### config.mk
export PLATFORM = sky130hd
export DESIGN_NAME = pc_fetch_unit
export DESIGN_NICKNAME = d
export VERILOG_FILES = /design/src/rtl/pic_pkg.sv /design/src/rtl/hw_stack.sv /design/src/rtl/pc_fetch_unit.sv
export SDC_FILE = /design/constraint.sdc
export NUM_CORES = 1
export LEC_CHECK = 0
export BUFFER_PORTS_ARGS = -buffer_cell sky130_fd_sc_hd__buf_2
export CORE_ASPECT_RATIO = 0.8
export CORE_MARGIN = 2
export CORE_UTILIZATION = 50
export CTS_BUF_LIST = sky130_fd_sc_hd__clkbuf_16
export DETAILED_ROUTE_END_ITERATION = 10
export PLACE_DENSITY = 0.78
export SLEW_MARGIN = 10
export SYNTH_ARGS = -nofsm -noshare
export SYNTH_HDL_FRONTEND = slang
export SYNTH_SLANG_ARGS = --single-unit
### constraint.sdc
create_clock -name clk -period 3.4 [get_ports clk]
set_clock_uncertainty 0.2 [all_clocks]
set_input_delay 0.17 -clock clk [delete_from_list [all_inputs] [get_ports clk]]
set_output_delay 0.17 -clock clk [all_outputs]
set_load 0.02 [all_outputs]
### src/rtl/pic_pkg.sv
// Shared types and constants for the PIC-style fetch front end.
package pic_pkg;

    localparam int ADDR_W      = 11;
    localparam int INSTR_W     = 14;
    localparam int STACK_DEPTH = 8;

    typedef logic [ADDR_W-1:0]  pc_t;
    typedef logic [INSTR_W-1:0] instr_t;

    localparam instr_t NOP_INSTR = 14'h0000;

endpackage

### src/rtl/hw_stack.sv
// Circular return-address stack. sp wraps freely; depth saturates and drives
// the sticky overflow/underflow flags. Entries are intentionally not reset.
module hw_stack #(
    parameter int DEPTH = 8,
    parameter int W     = 11,
    parameter int SP_W  = $clog2(DEPTH),
    parameter int CNT_W = $clog2(DEPTH + 1)
) (
    input  logic         clk,
    input  logic         rst_n,
    input  logic         push,
    input  logic         pop,
    input  logic [W-1:0] din,
    output logic [W-1:0] top,
    output logic         ovf,
    output logic         unf
);

    logic [W-1:0]     mem [DEPTH];
    logic [SP_W-1:0]  sp_q, sp_d;
    logic [CNT_W-1:0] depth_q, depth_d;
    logic             ovf_q, ovf_d;
    logic             unf_q, unf_d;

    // Top of stack is the entry just below sp, wrapping circularly.
    assign top = mem[sp_q - SP_W'(1)];
    assign ovf = ovf_q;
    assign unf = unf_q;

    // Pointer, occupancy and flag update; pop has priority over push.
    always_comb begin
        sp_d    = sp_q;
        depth_d = depth_q;
        ovf_d   = ovf_q;
        unf_d   = unf_q;
        if (pop) begin
            sp_d = sp_q - SP_W'(1);
            if (depth_q == '0) unf_d = 1'b1;
            else               depth_d = depth_q - CNT_W'(1);
        end else if (push) begin
            sp_d = sp_q + SP_W'(1);
            if (depth_q == CNT_W'(DEPTH)) ovf_d = 1'b1;
            else                          depth_d = depth_q + CNT_W'(1);
        end
    end

    // Control state register.
    always_ff @(posedge clk or negedge rst_n) begin
        if (!rst_n) begin
            sp_q    <= '0;
            depth_q <= '0;
            ovf_q   <= 1'b0;
            unf_q   <= 1'b0;
        end else begin
            sp_q    <= sp_d;
            depth_q <= depth_d;
            ovf_q   <= ovf_d;
            unf_q   <= unf_d;
        end
    end

    // Entry storage; a full stack simply overwrites the oldest slot.
    always_ff @(posedge clk) begin
        if (push && !pop) mem[sp_q] <= din;
    end

endmodule

### src/rtl/pc_fetch_unit.sv
// Instruction-fetch front end: program counter, instruction register and
// return stack. Any redirect (pop, load, skip) replaces the in-flight word
// with a NOP bubble.
module pc_fetch_unit
    import pic_pkg::*;
#(
    parameter pc_t RESET_VECTOR = 11'h000
) (
    input  logic               clk,
    input  logic               rst_n,
    input  logic               stall,
    input  logic               pc_load,
    input  logic [ADDR_W-1:0]  load_addr,
    input  logic               push,
    input  logic               pop,
    input  logic               skip,
    output logic [ADDR_W-1:0]  rom_addr,
    input  logic [INSTR_W-1:0] rom_data,
    output logic [INSTR_W-1:0] ir,
    output logic               ir_valid,
    output logic [ADDR_W-1:0]  pc_out,
    output logic               stack_ovf,
    output logic               stack_unf
);

    pc_t    pc_q, pc_d;
    instr_t ir_q, ir_d;
    logic   ir_valid_q, ir_valid_d;
    pc_t    stack_top;
    logic   stk_push, stk_pop;

    // Stall freezes the stack too; pop overrides any simultaneous load/push.
    assign stk_pop  = !stall && pop;
    assign stk_push = !stall && !pop && pc_load && push;

    hw_stack #(
        .DEPTH (STACK_DEPTH),
        .W     (ADDR_W)
    ) u_stack (
        .clk   (clk),
        .rst_n (rst_n),
        .push  (stk_push),
        .pop   (stk_pop),
        .din   (pc_q),
        .top   (stack_top),
        .ovf   (stack_ovf),
        .unf   (stack_unf)
    );

    // Next PC / IR selection: stall > pop > load > skip > sequential fetch.
    always_comb begin
        pc_d       = pc_q;
        ir_d       = ir_q;
        ir_valid_d = ir_valid_q;
        if (stall) begin
            pc_d = pc_q;
        end else if (pop) begin
            pc_d       = stack_top;
            ir_d       = NOP_INSTR;
            ir_valid_d = 1'b0;
        end else if (pc_load) begin
            pc_d       = load_addr;
            ir_d       = NOP_INSTR;
            ir_valid_d = 1'b0;
        end else if (skip) begin
            pc_d       = pc_q + pc_t'(1);
            ir_d       = NOP_INSTR;
            ir_valid_d = 1'b0;
        end else begin
            pc_d       = pc_q + pc_t'(1);
            ir_d       = rom_data;
            ir_valid_d = 1'b1;
        end
    end

    // PC and IR registers.
    always_ff @(posedge clk or negedge rst_n) begin
        if (!rst_n) begin
            pc_q       <= RESET_VECTOR;
            ir_q       <= NOP_INSTR;
            ir_valid_q <= 1'b0;
        end else begin
            pc_q       <= pc_d;
            ir_q       <= ir_d;
            ir_valid_q <= ir_valid_d;
        end
    end

    assign rom_addr = pc_q;
    assign pc_out   = pc_q;
    assign ir       = ir_q;
    assign ir_valid = ir_valid_q;

endmodule
==> results of run 1 <==
## per-layer routing
layer	wire length, um	up-vias	GRT usage (%)	share of wire, %
met2	6260	177	37.8	49
met1	5130	1723	31.9	40
met4	442	0	11.2	3.5
met5	0	-	0	0
met3	889	45	7.00	7.0
li1	-	1491	-	-
## final timing paths
| path | start | depth (start not counted) | slack (ps) | end |
|---|---|---|---|---|
| worst max-delay path | u_stack.sp_q[1]$_DFFE_PN0P_ | 6 | 880 | pc_out[7]$_DFFE_PN0N_ |
| worst min-delay path | load_addr[5] | 4 | 40 | pc_out[5]$_DFFE_PN0N_ |
| worst max register to register | u_stack.sp_q[1]$_DFFE_PN0P_ | 6 | 880 | pc_out[7]$_DFFE_PN0N_ |
| worst min register to register | u_stack.unf$_DFFE_PN0P_ | 2 | 270 | u_stack.unf$_DFFE_PN0P_ |
| max in group asynchronous | rst_n | 2 | 2270 | ir[8]$_DFFE_PN0N_ |
| min in group asynchronous | rst_n | 2 | 190 | ir[4]$_DFFE_PN0N_ |
## critical path: cells and delay by family (launching register included)
kind | cells | cell delay, ps
compound gates | 2 | 570
fa+ha+maj | 1 | 510
buf+inv | 2 | 370
flops | 1 | 470
mux | 1 | 310
## through the flow
step	cells	cell area (sq um)	power (mW)
after floorplan	323	5180	3.27
after global placement	516	5640	3.65
after detailed placement	516	5640	3.69
after CTS	586	6650	5.61
after global routing	586	6650	5.87
final	586	6650	5.62
## cell usage in the layout (no fill, tap or decap), types with 3 or more instances in the layout
cell and count:
a21oi_1 3, a22o_1 15, a22oi_1 11, and2_1 3
and3_1 5, buf_2 70, buf_4 12, bufinv_16 4
clkbuf_16 17, clkinvlp_4 3, dfrtp_1 35, dlygate4sd3_1 38
edfxtp_1 88, ha_1 4, inv_1 5, inv_6 3
mux2_2 4, mux4_2 22, nand2_1 18, nand2b_1 4
nand3_1 7, nand4_1 3, nor2_1 13, nor3_1 4
nor4b_1 3, nor4bb_1 3, o21ai_0 6, or3_1 3
xnor2_1 8
## report_power, final
| group | total (mW) | switching, mW | internal (mW) | leakage [nW] |
|---|---|---|---|---|
| Combinational | 1.47 | 0.783 | 0.689 | 1.06 |
| Clock | 1.91 | 0.680 | 1.23 | 0.303 |
| Sequential | 2.24 | 0.343 | 1.90 | 1.24 |
## kinds of logic (layout without fill, tap and decap cells)
logic type	Yosys count	count (layout)	synth area share, %
AO/OA/AOI/OAI	54	54	8.02
XOR/XNOR	10	10	1.69
adder cells (fa/ha/maj)	4	4	0.966
buffers and inverters	32	155	3.38
flip-flops	123	123	67.9
multiplexers	26	26	10.4
AND/OR/NAND/NOR	74	74	7.63
## final cells by class
cell class | instances | area (sq um) | share of cell area, %
clock buffer | 17 | 425 | 6.40
clock inverter | 15 | 199 | 2.99
inverter | 3 | 11.3 | 0.169
multi-input combinational | 168 | 1500 | 22.5
sequential | 123 | 3520 | 52.9
tap | 140 | 175 | 2.63
timing repair buffer | 120 | 821 | 12.3
## sequential cells by signal, indices dropped and copies added, names as in the netlist
| signal | flops |
|---|---|
| ir | 14 |
| u_stack.mem | 88 |
| pc_out | 11 |
| ir_valid | 1 |
| u_stack.ovf | 1 |
| u_stack.depth_q | 4 |
| u_stack.unf | 1 |
| u_stack.sp_q | 3 |
==> flow_summary.json, run 1 <==
{
  "rsz0062_at_grt": "false",
  "cts_buffers": 17,
  "slew_viol_final": 0,
  "power.leakage_nw": 2.61,
  "cts_tree": "yes",
  "status": "complete, no violations",
  "fmax_ghz": 0.397,
  "core_sq_um": 10200,
  "period_minus_slack_ps": 2520,
  "synthTopCellsByCount": "edfxtp_1, dfrtp_1, mux4_2",
  "cts_buffer_depth": 2,
  "pin_count": 71,
  "vias_per_cell": 5.86,
  "place_ws_ps": 748,
  "worst_pin_slew_ps": 843,
  "cp_data_required_time_ps": 3520,
  "fin_nets": 469,
  "setup_viol": 0,
  "filler_cell_count": 706,
  "hold_viol_final": 0,
  "post-route-util_pct": 65.5,
  "synth_ff_type": "edfxtp_1",
  "root_buffer": "clkbuf_16",
  "relSlewSlack_pct": 43.8,
  "ys_seq_elements": 123,
  "synthToLayoutAreaGrowth_pct": 28.3,
  "synth_cells": 323,
  "drtAntennaViolNets": 0,
  "die_w_um": 118,
  "die_h_um": 95.1,
  "synth.distinct_cells": 48,
  "drive_gt1_share_pct": 32.5,
  "routed_wl_mm": 12.7,
  "antenna_found_initial": 0,
  "cts_sinks": 123,
  "crit_chain": "inv_1 > ha_1 > buf_4 > mux4_2 > a221o_1 > a31o_2",
  "grt_max_degree": 36,
  "port-buffer-count": 70,
  "whs_ps": 41.2,
  "grt_pass1_wl_mm": 19.4,
  "seq_area_frac_synth_pct": 67.9,
  "synth_edf_count": 88,
  "hpwlAfterDp_mm": 7.28,
  "cts_setup_buffers": 0,
  "endpoint_kind": "flip-flop",
  "synth.avg_cell_area_sq_um": 16.0,
  "cts_hold_repair.buffers": 38,
  "drv_cap": 0,
  "start_util_pct": 51.0,
  "synthTopCellsByArea": "edfxtp_1, dfrtp_1, mux4_2",
  "grt_pass1_vias": 3338,
  "worst_slack_ps": 880,
  "yosys.cell_count.top_type": "edfxtp_1",
  "routedWlPerCell_um": 21.7,
  "power_density_nw_per_um2": 845,
  "cp_max_fo": 11,
  "grt_overflow": 0,
  "antenna_cells": 0,
  "arrival_ps": 2640,
  "drc": 0,
  "vias": 3436,
  "synth_area_sq_um": 5180,
  "syn-num-nets": 359,
  "yosysTopAreaCell": "edfxtp_1",
  "crit_slowest_cell": "ha_1",
  "max_stage_delay_ps": 510,
  "yosysTopAreaCellShare_pct": 51.0,
  "critPathKind": "flip-flop to flip-flop",
  "drt_iter0_drc": 260,
  "post-route-period-util_pct": 74.1,
  "die-area_sq_um": 11200,
  "hold_path_class": "input pin to flip-flop",
  "clk_pin_slew_worst_paths_ps": 60,
  "grt_usage_pct": 24.1,
  "clock_latency_ps": 430,
  "start_kind": "flip-flop",
  "drt-pass1-iter-count": 4,
  "ctsResizeCount": 0,
  "peakVddDrop_mv": 0.713,
  "gp_congestion": 0.872,
  "fin_setup_tns_ps": 0,
  "rows": 33,
  "htree_levels": 4,
  "synthArstFlopShare_pct": 28.5,
  "yosys_warnings": 0
}
(Power assumes the default switching activity.)
==> run 2: changes to the inputs <==
Settings changed: ABC_AREA from default to 1, PLACE_DENSITY 0.78 to 0.8.
Clock period 3.4 ns to 2.1 ns, I/O delays scaled along.
==> flow_summary.json, run 2 <==
{
  "drc": 0,
  "post-route-util_pct": 66.9,
  "slew_viol_final": 0,
  "synth_ff_type": "edfxtp_1",
  "routed_wl_mm": 17.4,
  "final_common_cell": "nand2_1",
  "arrival_ps": 2220,
  "ys_seq_elements": 123,
  "clk_pin_slew_worst_paths_ps": 70,
  "path_common_cell": "dlygate4sd3_1",
  "crit_slowest_cell": "dlygate4sd3_1",
  "setup_viol": 0,
  "cts_buffers": 17,
  "grt_pass1_vias": 5021,
  "grt_usage_pct": 31.1,
  "synthTopCellsByArea": "edfxtp_1, dfrtp_1, nand2_1",
  "cts_buffer_depth": 2,
  "hold_viol_final": 0,
  "cp-startpoint": "stall",
  "start_util_pct": 51.5,
  "hold_path_class": "input pin to flip-flop",
  "fin_nets": 754,
  "drt_iter0_drc": 668,
  "drtAntennaViolNets": 0,
  "fmax_ghz": 0.487,
  "endpoint_kind": "flip-flop",
  "worst_pin_slew_ps": 901,
  "synth_top_family_by_area": "simple AND/OR/NAND/NOR gates",
  "crit_end": "ir[12]$_DFFE_PN0N_",
  "antenna_cells": 0,
  "peakVddDrop_mv": 0.888,
  "start_kind": "input pin",
  "pin_count": 71,
  "antenna_found_initial": 0,
  "cts_sinks": 123,
  "seq_area_frac_synth_pct": 62.8,
  "synthXorXnorAreaFrac_pct": 0.781,
  "synth_fa_ha_area_share_pct": 0.893,
  "port-buffer-count": 70,
  "clock_latency_ps": 420,
  "largest-register": "u_stack.mem",
  "stdcell_area_sq_um": 7280,
  "synthTopCellsByCount": "nand2_1, edfxtp_1, nor2_1",
  "die-area_sq_um": 12100,
  "drt-pass1-iter-count": 7,
  "gp_congestion": 0.921,
  "status": "complete, no violations",
  "root_buffer": "clkbuf_16",
  "power_density_nw_per_um2": 1380,
  "critical_path.reg2reg.startpoint": "pc_out[1]$_DFFE_PN0N_",
  "synth_compound_area_share_pct": 5.71,
  "htree_levels": 4,
  "reg2reg_to": "pc_out[8]$_DFFE_PN0N_",
  "yosysTopAreaCell": "edfxtp_1",
  "grt_max_degree": 53,
  "routedWlPerCell_um": 19.9,
  "yosys_warnings": 0,
  "max_stage_delay_ps": 600,
  "yosysTopAreaCellShare_pct": 47.1,
  "synthMuxAreaShare_pct": 0,
  "worst_slack_ps": 47.9,
  "cp_max_fo": 7,
  "synthToLayoutAreaGrowth_pct": 29.9,
  "place_ws_ps": 204,
  "largest_reg_flops": 88,
  "drive_gt1_share_pct": 20.8,
  "power.leakage_nw": 3.28,
  "grt_pass1_wl_mm": 27.3,
  "die_h_um": 98.7,
  "post_dp_cell_area_sq_um": 6150,
  "relSlewSlack_pct": 40.0,
  "yosys.cell_count.top_type": "nand2_1",
  "vias": 4990,
  "rr_worst_depth": 6,
  "rows": 34,
  "cts_tree": "yes",
  "synth_edf_count": 88,
  "period_minus_slack_ps": 2050,
  "die_w_um": 122,
  "crit_chain": "buf_2 > nor2_4 > buf_6 > inv_2 > nor2_8 > buf_4 > nand3_1 > dlygate4sd3_1 > nand2_1 > dlygate4sd3_1",
  "critPathKind": "input pin to flip-flop",
  "yosys.area_share.simple_pct": 23.1,
  "post-route-period-util_pct": 97.7,
  "synth_cells": 579,
  "synth.avg_cell_area_sq_um": 9.68,
  "syn-num-nets": 615,
  "cp_data_required_time_ps": 2260,
  "vias_per_cell": 5.70,
  "synth_area_sq_um": 5610,
  "grt_overflow": 0,
  "drv_cap": 0,
  "synthArstFlopShare_pct": 28.5,
  "hpwlAfterDp_mm": 9.54,
  "ff2ff_setup_slack_ps": 130,
  "core_sq_um": 10900,
  "final_cell_mix": "nand2_1, edfxtp_1, nor2_1, buf_2, dlygate4sd3_1",
  "synth.distinct_cells": 30
}
[run 2: critical path: cells and delay by family]
family | cells | cell delay [ps]
simple gates | 4 | 430
buf+inv | 6 | 1670
[run 2: cell type report]
| cell class | count | area (sq um) |
|---|---|---|
| multi-input cells | 377 | 1720 |
| inverters | 45 | 169 |
| clock buffers | 17 | 425 |
| repair buffers | 154 | 1110 |
| well taps | 144 | 180 |
| fillers | 787 | 3610 |
| flip-flops and latches | 123 | 3520 |
| clock inverters | 15 | 164 |
[run 2: metrics by stage]
step	total power, mW	TNS [ps]	cells	hold slack (ps)
CTS	9.81	0	877	2.17
global route	10.5	-38.4	875	74.8
floorplan	5.71	-4520	579	-391
detailed placement	6.84	0	788	47.9
global placement	6.72	0	788	32.3
finish	10.0	0	875	32.7
[run 2: how the worst min path moves through the flow]
stage | startpoint | end | slack [ps] | depth (start not counted)
2_1_floorplan | rst_n | ir[0]$_DFFE_PN0N_ | -390 | 0
3_3_place_gp | rst_n | u_stack.depth_q[2]$_DFFE_PN0P_ | 30 | 1
3_5_place_dp | rst_n | u_stack.depth_q[2]$_DFFE_PN0P_ | 50 | 1
4_1_cts | pop | u_stack.sp_q[0]$_DFFE_PN0P_ | 2 | 5
5_1_grt | pop | u_stack.sp_q[0]$_DFFE_PN0P_ | 70 | 5
6_report | pop | u_stack.sp_q[2]$_DFFE_PN0P_ | 30 | 5
[run 2: metal layers]
metal  vias up  wire, um  global-route usage, %
li1       2190         -                      -
met1      2326      6330                   38.1
met2       373      8280                   48.9
met5         -         0                      0
met3       101      1630                   7.18
met4         0      1160                   21.5
[run 2: what timing repair did]
item | in CTS | in global routing
resized for setup | 0 | 1
endpoints found under the hold margin | 66 | 0
endpoints found under the setup margin | 0 | 14
hold buffers | 57 | 0
setup buffers | 0 | 6
[run 2: cell families after synthesis]
kind of cell | after synthesis
and+or+nand+nor | 307
DFF | 123
buffers and inverters | 79
AOI/OAI and AO/OA | 61
xor gates and xnor gates | 5
adders and majority gates | 4
[run 2: report_power, final]
group	internal, mW	switching [mW]
sequential	3.07	0.361
combinational	1.17	2.46
clock	1.77	1.20
